`config.mk`:
```
export PLATFORM = sky130hd
export DESIGN_NAME = ram_fifo_ctrl
export DESIGN_NICKNAME = d
export VERILOG_FILES = /design/src/rtl/ram_fifo_pkg.sv /design/src/rtl/fifo_ptr.sv /design/src/rtl/ram_fifo_ctrl.sv
export SDC_FILE = /design/constraint.sdc
export NUM_CORES = 1
export LEC_CHECK = 0
export CAP_MARGIN = 20
export CORE_MARGIN = 2
export CORE_UTILIZATION = 38
export DETAILED_ROUTE_END_ITERATION = 8
export HOLD_SLACK_MARGIN = 0.03
export PLACE_DENSITY = 0.79
export SLEW_MARGIN = 40
export SYNTH_ARGS = -nofsm -noshare
export SYNTH_HDL_FRONTEND = slang
export SYNTH_SLANG_ARGS = --single-unit
```
`constraint.sdc`:
```
create_clock -name clk -period 2.6 [get_ports clk]
set_input_delay 0.52 -clock clk [delete_from_list [all_inputs] [get_ports clk]]
set_output_delay 0.52 -clock clk [all_outputs]
set_load 0.03 [all_outputs]
```
`src/rtl/ram_fifo_pkg.sv`:
```
// Purpose : shared constants for the RAM-backed FIFO controller.
// Latency : n/a (constants only).
// Backpressure: n/a.
// Contents: default address/data widths, default depth, occupancy counter width.
package ram_fifo_pkg;

  localparam int ADDR_W_DEF = 4;
  localparam int DATA_W_DEF = 8;
  localparam int DEPTH      = 2 ** ADDR_W_DEF;
  // Occupancy can reach DEPTH+1 (full RAM plus the output stage).
  localparam int CNT_W      = ADDR_W_DEF + 1;

  function automatic int depth_of(input int aw);
    return 2 ** aw;
  endfunction

endpackage

```
`src/rtl/fifo_ptr.sv`:
```
// Purpose : wrap-around W-bit pointer with increment enable.
// Latency : pointer advances on the rising edge after inc_i.
// Backpressure: none; the owner decides when to increment.
// Ports   : clk, rst_n (async active-low), inc_i, ptr_o.
module fifo_ptr #(
  parameter int W = 4
) (
  input  logic         clk,
  input  logic         rst_n,
  input  logic         inc_i,
  output logic [W-1:0] ptr_o
);

  logic [W-1:0] ptr_q;
  logic [W-1:0] ptr_d;

  // Natural overflow of the W-bit sum gives the modulo-DEPTH wrap.
  always_comb begin
    ptr_d = ptr_q;
    if (inc_i) ptr_d = ptr_q + W'(1);
  end

  always_ff @(posedge clk or negedge rst_n) begin
    if (!rst_n) ptr_q <= '0;
    else        ptr_q <= ptr_d;
  end

  assign ptr_o = ptr_q;

endmodule

```
`src/rtl/ram_fifo_ctrl.sv`:
```
// Purpose : FIFO controller driving a registered-read dual-port RAM, with a show-ahead output stage.
// Latency : push to rd_valid is 2 cycles on an empty FIFO; 1 push + 1 pop per cycle sustained.
// Backpressure: wr_ready drops when the RAM holds DEPTH unread entries; rd_ready stalls the output stage.
// Ports   : clk, rst_n; push wr_valid/wr_ready/wr_data; pop rd_valid/rd_ready/rd_data;
//           RAM ram_we/ram_wr_addr/ram_din, ram_re/ram_re_addr, ram_dout; status count/full/empty.
// Option  : RAM_FIFO_ALMOST_EN adds registered almost_full/almost_empty and their thresholds.
module ram_fifo_ctrl
  import ram_fifo_pkg::*;
#(
  parameter int ADDR_W = ADDR_W_DEF,
  parameter int DATA_W = DATA_W_DEF
`ifdef RAM_FIFO_ALMOST_EN
  ,
  parameter int AFULL_THRESH  = 12,
  parameter int AEMPTY_THRESH = 2
`endif
) (
  input  logic              clk,
  input  logic              rst_n,
  input  logic              wr_valid,
  output logic              wr_ready,
  input  logic [DATA_W-1:0] wr_data,
  output logic              rd_valid,
  input  logic              rd_ready,
  output logic [DATA_W-1:0] rd_data,
  output logic              ram_we,
  output logic [ADDR_W-1:0] ram_wr_addr,
  output logic [DATA_W-1:0] ram_din,
  output logic              ram_re,
  output logic [ADDR_W-1:0] ram_re_addr,
  input  logic [DATA_W-1:0] ram_dout,
  output logic [ADDR_W:0]   count,
  output logic              full,
`ifdef RAM_FIFO_ALMOST_EN
  output logic              almost_full,
  output logic              almost_empty,
`endif
  output logic              empty
);

  localparam int CW   = ADDR_W + 1;
  localparam int DPTH = depth_of(ADDR_W);

  logic [CW-1:0] mem_cnt_q, mem_cnt_d;
  logic          out_vld_q, out_vld_d;
  logic          push, issue, pop;
  logic [CW-1:0] count_d;

  // Readiness depends only on RAM occupancy so there is no rd_ready -> wr_ready path.
  assign full     = (mem_cnt_q == CW'(DPTH));
  assign wr_ready = !full && rst_n;
  assign push     = wr_valid && wr_ready;
  assign pop      = out_vld_q && rd_ready;
  // Refill the output stage when it is empty or being drained this cycle.
  assign issue    = (mem_cnt_q != '0) && (!out_vld_q || rd_ready);

  always_comb begin
    mem_cnt_d = mem_cnt_q + CW'(push) - CW'(issue);
    out_vld_d = out_vld_q;
    if (issue)    out_vld_d = 1'b1;
    else if (pop) out_vld_d = 1'b0;
    count_d   = mem_cnt_d + CW'(out_vld_d);
  end

  always_ff @(posedge clk or negedge rst_n) begin
    if (!rst_n) begin
      mem_cnt_q <= '0;
      out_vld_q <= 1'b0;
    end else begin
      mem_cnt_q <= mem_cnt_d;
      out_vld_q <= out_vld_d;
    end
  end

  fifo_ptr #(.W(ADDR_W)) u_wr_ptr (
    .clk   (clk),
    .rst_n (rst_n),
    .inc_i (push),
    .ptr_o (ram_wr_addr)
  );

  fifo_ptr #(.W(ADDR_W)) u_rd_ptr (
    .clk   (clk),
    .rst_n (rst_n),
    .inc_i (issue),
    .ptr_o (ram_re_addr)
  );

  assign ram_we   = push;
  assign ram_din  = wr_data;
  assign ram_re   = issue;
  assign rd_valid = out_vld_q;
  // The RAM holds its output while ram_re is low, so it doubles as the output register.
  assign rd_data  = ram_dout;
  assign count    = mem_cnt_q + CW'(out_vld_q);
  assign empty    = (count == '0);

`ifdef RAM_FIFO_ALMOST_EN
  logic afull_q, aempty_q;

  // Registered from next-state occupancy so the flags move on the same edge as count.
  always_ff @(posedge clk or negedge rst_n) begin
    if (!rst_n) begin
      afull_q  <= 1'b0;
      aempty_q <= 1'b1;
    end else begin
      afull_q  <= (count_d >= CW'(AFULL_THRESH));
      aempty_q <= (count_d <= CW'(AEMPTY_THRESH));
    end
  end

  assign almost_full  = afull_q;
  assign almost_empty = aempty_q;
`else
  logic unused_cnt;
  assign unused_cnt = ^count_d;
`endif

endmodule

```
**Word level (Yosys, flattened, before mapping)**

Cells that the tools add are included.

- Eq/ne operators: 1
- Reductions and logical operators: 10
- Mux-type cells: 2
- Add/subtract/negate cells: 5

Operators by type and width:

| cell | number |
|---|---|
| $add 5x1->5 | 2 |
| $add 4x1->4 const B | 2 |
| $eq 5x5->1 const B | 1 |
| $logic_not 5->1 | 1 |
| $reduce_bool 5->1 | 1 |
| $sub 5x1->5 | 1 |
| $logic_and 1x1->1 | 4 |
| $logic_not 1->1 | 2 |
| $mux 1 | 2 |
| $reduce_bool 2->1 | 1 |
| $logic_or 1x1->1 | 1 |

- Input bits: 20
- Word-level logic and storage cells: 22
- Register bits: 14

**Longest topological paths before layout**

- Word-level depth: 6
- Mapped depth: 11
- Mapped depth without buffers: 11

**Modules after synthesis**

A second synthesis with hierarchy kept.

- Cell total of the unflattened synthesis: 88
- Area total of the unflattened synthesis: 938.4 um2

By module, submodules not included:

| module | instances | seq. area each (um2) | cells each | area each (um2) |
|---|---|---|---|---|
| ram_fifo_ctrl | 1 | 150.1 | 66 | 618.1 |
| fifo_ptr | 2 | 100.1 | 11 | 160.2 |

**Worst setup path after synthesis**

No wires, ideal clock.

- Path kind: register -> output
- Start point: register out_vld_q, in the netlist rd_valid
- End point: output empty
- Buffers on the path: 0
- Cell stages (with the launch flop): 6
- Data arrival time: 2.220 ns
- Data required time: 2.080 ns
- Setup slack: -0.140 ns
- Cells stage by stage: dfrtp_1 ha_1 ha_1 xor2_1 or3_1 nor3_1

- Cells in the longest elaborated chain, start to end: 2

RTL lines:

| what | line | text |
|---|---|---|
| from (decl) | ram_fifo_ctrl.sv:45 | `logic out_vld_q, out_vld_d;` |
| from (signal assigned) | ram_fifo_ctrl.sv:71 | `out_vld_q <= out_vld_d;` |
| $add 5x1->5 | ram_fifo_ctrl.sv:95 | `assign count = mem_cnt_q + CW'(out_vld_q);` |
| via count[2] | ram_fifo_ctrl.sv:32 | `output logic [ADDR_W:0] count,` |
| $logic_not 5->1 | ram_fifo_ctrl.sv:96 | `assign empty = (count == '0);` |
| to (decl) | ram_fifo_ctrl.sv:38 | `output logic empty` |

The timed path passes the listed nets, and every way through them passes these cells.

**Final worst setup path**

- Start point: register mem_cnt_q[0]
- End point: output empty

- Cells in the longest elaborated chain, start to end: 2

RTL lines:

| what | line | text |
|---|---|---|
| from (decl) | ram_fifo_ctrl.sv:44 | `logic [CW-1:0] mem_cnt_q, mem_cnt_d;` |
| from (signal assigned) | ram_fifo_ctrl.sv:70 | `mem_cnt_q <= mem_cnt_d;` |
| $add 5x1->5 | ram_fifo_ctrl.sv:95 |  |
| $logic_not 5->1 | ram_fifo_ctrl.sv:96 |  |

Every way passes these cells.

==> results.tsv <==
stage	metric	value	unit
sta	unrepaired setup endpoints after global routing	false	
pwr	Switching Power	0.8377	mW
synth	Synth Area in XOR/XNOR	0.1174	
drt	WL final	1806	µm
layout	commonest non-fill, non-tap cell in the layout	clkdlybuf4s50_1	
synth	FFs w/ async S/R, synth	1.000	
sta	final number of max-transition violations	0	
synth	Yosys reg bits	14	
floorplanning	Core ar.	2455	µm²
global_routing	final global-route overflow total	0	
synth	post-synth cell types	23	
critical_path	crit path from	mem_cnt_q[0]	
place	placed insts	126	
synth	cell area after synthesis	969.7	µm²
critical_path	Reg2Reg Capture Point	mem_cnt_q[4]	
pwr	sequential power share	0.267	
global_routing	largest net degree at the start of global routing	16	
critical_path	critical path type	register to output pin	
run	maxcap violations	0	
critical_path	worst flop-to-flop path startpoint	mem_cnt_q[2]	
global_routing	antenna violations before repair	0	
clock_network	H-tree Lvls	1	
sta	Fin. Hold Viols	0	
clock_network	clk buf depth	2	
floorplanning	Die Width	54.52	µm
drt	Avg Vias per Cell	4.762	
floorplanning	I/O pins	55	
place	gpl congestion	0.7468	
synth	post-synthesis adder-cell area fraction	0.1755	
sta	highest clock rate	0.4036	GHz
clock_network	root buf cell	clkbuf_4	
sta	Rel. slew slack	0.7846	
synth	compound-cell area share of the yosys netlist	0.02581	
worst_hold_path	Worst Hold Class	register to register	
layout	Final Non-Filler Cells	130	
floorplanning	die area	2972	µm²
critical_path	crit path to	empty	
critical_path	Worst Setup End Kind	output pin	
clock_network	CTS Buf Count	3	
pwr	cell area power density	1507	nW/µm²
critical_path	number of cells on the critical path	6	
critical_path	Most Frequent Cell on Critical Path	ha_1	
pwr	Clk pwr share	0.090	
drt	routed vias	619	
place	placed wire-length estimate	1461	µm
synth	Post-synth EDFFs	0	
pwr	Cell Int Power	0.9307	mW
critical_path	Bufs and invs on worst path	1	
critical_path	CP Cell Sequence	ha_1, ha_1, xor2_1, or3_1, nor3_2, buf_4	
global_routing	Total GRT Usage	0.1406	
layout	Post-layout nets	134	
pwr	Sw Share	0.4737	
drt	Detailed Route Iter0 Violations	1	
layout	share of layout cells above drive strength 1	0.2000	
synth	Synthesized Nets	119	
layout	Area Growth Syn to Fin	21.03	%
pwr	LEAKAGE	0.5741	nW
critical_path	WP data arrival	1.96	ns
clock_network	Clk pin slew, worst setup/hold paths	0.09	ns
sta	worst slew pin tran	0.3226	ns
global_routing	vias in the first global route	628	
sta	Setup TNS	0	ns
drt	1st-pass router iterations	5	
drt	DRC Markers	0	
sta	Final setup viols	0	
layout	final core occ	0.4781	
place	Port Buffer Count	22	
synth	yosys warns	0	
synth	main combinational cell family by area after synthesis	adder cells	
synth	Post-Synthesis Cells	86	
run_status	outcome	finished, final reports clean	
floorplanning	row count	18	
layout	most frequent cells in the layout	clkdlybuf4s50_1, dfrtp_1, ha_1	
synth	Post-Synth Simple-Gate Area	0.1419	
sta	minimum clock period	2.478	ns
clock_network	CTS tree	done	
critical_path	Crit Path Max Fanout	4	
clock_network	CTS Hold Bufs	0	
pwr	Pwr Total	1.768	mW
pwr	peak supply drop	750.7	µV
critical_path	CP top delay family	flip-flops	
synth	dominant synthesized flop cell	dfrtp_1	
clock_network	CTS Sinks	14	
drt	antenna-violating nets left	0	
global_routing	first-pass GRT wire length	2863	µm
layout	Antenna diodes	0	
critical_path	Startpoint Class	register	
synth	register area share after synthesis	0.3613	
synth	mux cell area share after synthesis	0.03097	
critical_path	Worst R2R Setup Slack	0.17	ns
drt	Routed WL per cell	13.89	µm
floorplanning	starting density of the core	0.3950	
synth	Syn Area/Cell	11.28	µm²
pwr	Combinational Power Share	0.643	
critical_path	CP peak stage delay	0.45	ns
critical_path	Req. time, crit path	2.08	ns
sta	fin crit share	0.9531	
sta	Setup Skew	0.005698	ns
floorplanning	Die Span Y	54.52	µm
critical_path	worst r2r path cells	11	
critical_path	Slowest-stage cell, CP	dfrtp_1	
clock_network	latest clock arrival within the worst-skew pair	0.28	ns
[cells by family (layout without fill, tap and decap cells)]
logic type,count (synthesis),in the layout
buf+inv,22,36
simple gates,18,18
flops,14,14
fa+ha+maj,13,13
xor+xnor,13,13
compound gates,4,4
mux,2,2
[cell usage after synthesis, drive strengths merged, types with 2 or more instances]
library cell / number / share of area
nor2: 2 / 0.018
mux2: 2 / 0.031
xnor2: 3 / 0.027
buf: 16 / 0.12
xor2: 10 / 0.090
dfrtp: 14 / 0.36
nand3: 2 / 0.010
inv: 6 / 0.023
a21oi: 2 / 0.010
nor3b: 2 / 0.015
nor3: 3 / 0.015
ha: 12 / 0.15
nand2: 3 / 0.012
[power by group through the flow]
stage,logic (mW),registers [mW],clock network (mW)
final,1.14,0.472,0.160
after global routing,1.24,0.491,0.182
after CTS,1.16,0.474,0.168
after detailed placement,1.18,0.477,0
after global placement,1.13,0.471,0
after floorplan,0.691,0.582,0
[flip-flops by register name (all words and copies together), names as in the netlist]
register / count
rd_valid: 1
u_rd_ptr.ptr_o: 4
u_wr_ptr.ptr_o: 4
mem_cnt_q: 5
[through the flow]
stage	hold WS [ns]	area, µm²	setup WS (ns)
floorplan	0.2244	974.7	0.1041
global placement	0.4547	1135	0.04866
detailed placement	0.4635	1135	0.01044
CTS	0.4772	1167	0.07014
global route	0.4859	1174	0.005079
finish	0.4687	1174	0.1220
[timing repair]
item	in CTS	in global routing
resized for setup	3	3
buffers inserted	0	0
gates cloned	0	0
endpoints found under the setup margin	3	3
pin swaps	0	0
[final cells by class]
| type | instances | area, µm² |
|---|---|---|
| inverters | 6 | 22.52 |
| fillers | 234 | 1281 |
| repair buffers | 26 | 244.0 |
| well taps | 30 | 37.54 |
| clock buffers | 4 | 36.28 |
| multi-input cells | 50 | 481.7 |
| flip-flops and latches | 14 | 351.6 |
[worst min-delay path by stage]
stage,start,to,slack [ns],cells after the start
3_3_place_gp,u_rd_ptr.ptr_o[3],u_rd_ptr.ptr_o[3],0.45,1
5_1_grt,u_rd_ptr.ptr_o[3],u_rd_ptr.ptr_o[3],0.49,1
6_report,u_wr_ptr.ptr_o[3],u_wr_ptr.ptr_o[3],0.47,1
2_1_floorplan,rst_n,mem_cnt_q[0],0.22,0
3_5_place_dp,u_wr_ptr.ptr_o[3],u_wr_ptr.ptr_o[3],0.46,1
4_1_cts,u_wr_ptr.ptr_o[3],u_wr_ptr.ptr_o[3],0.48,1
[routing by layer]
metal  track usage  share of wire  vias to the layer above
li1              -              -                      291
met1        0.1576           0.40                      300
met2        0.2289           0.50                       26
met3       0.07650          0.096                        2
met4       0.04167         0.0039                        0
met5             0              0                        -
(Power assumes the default switching activity.)
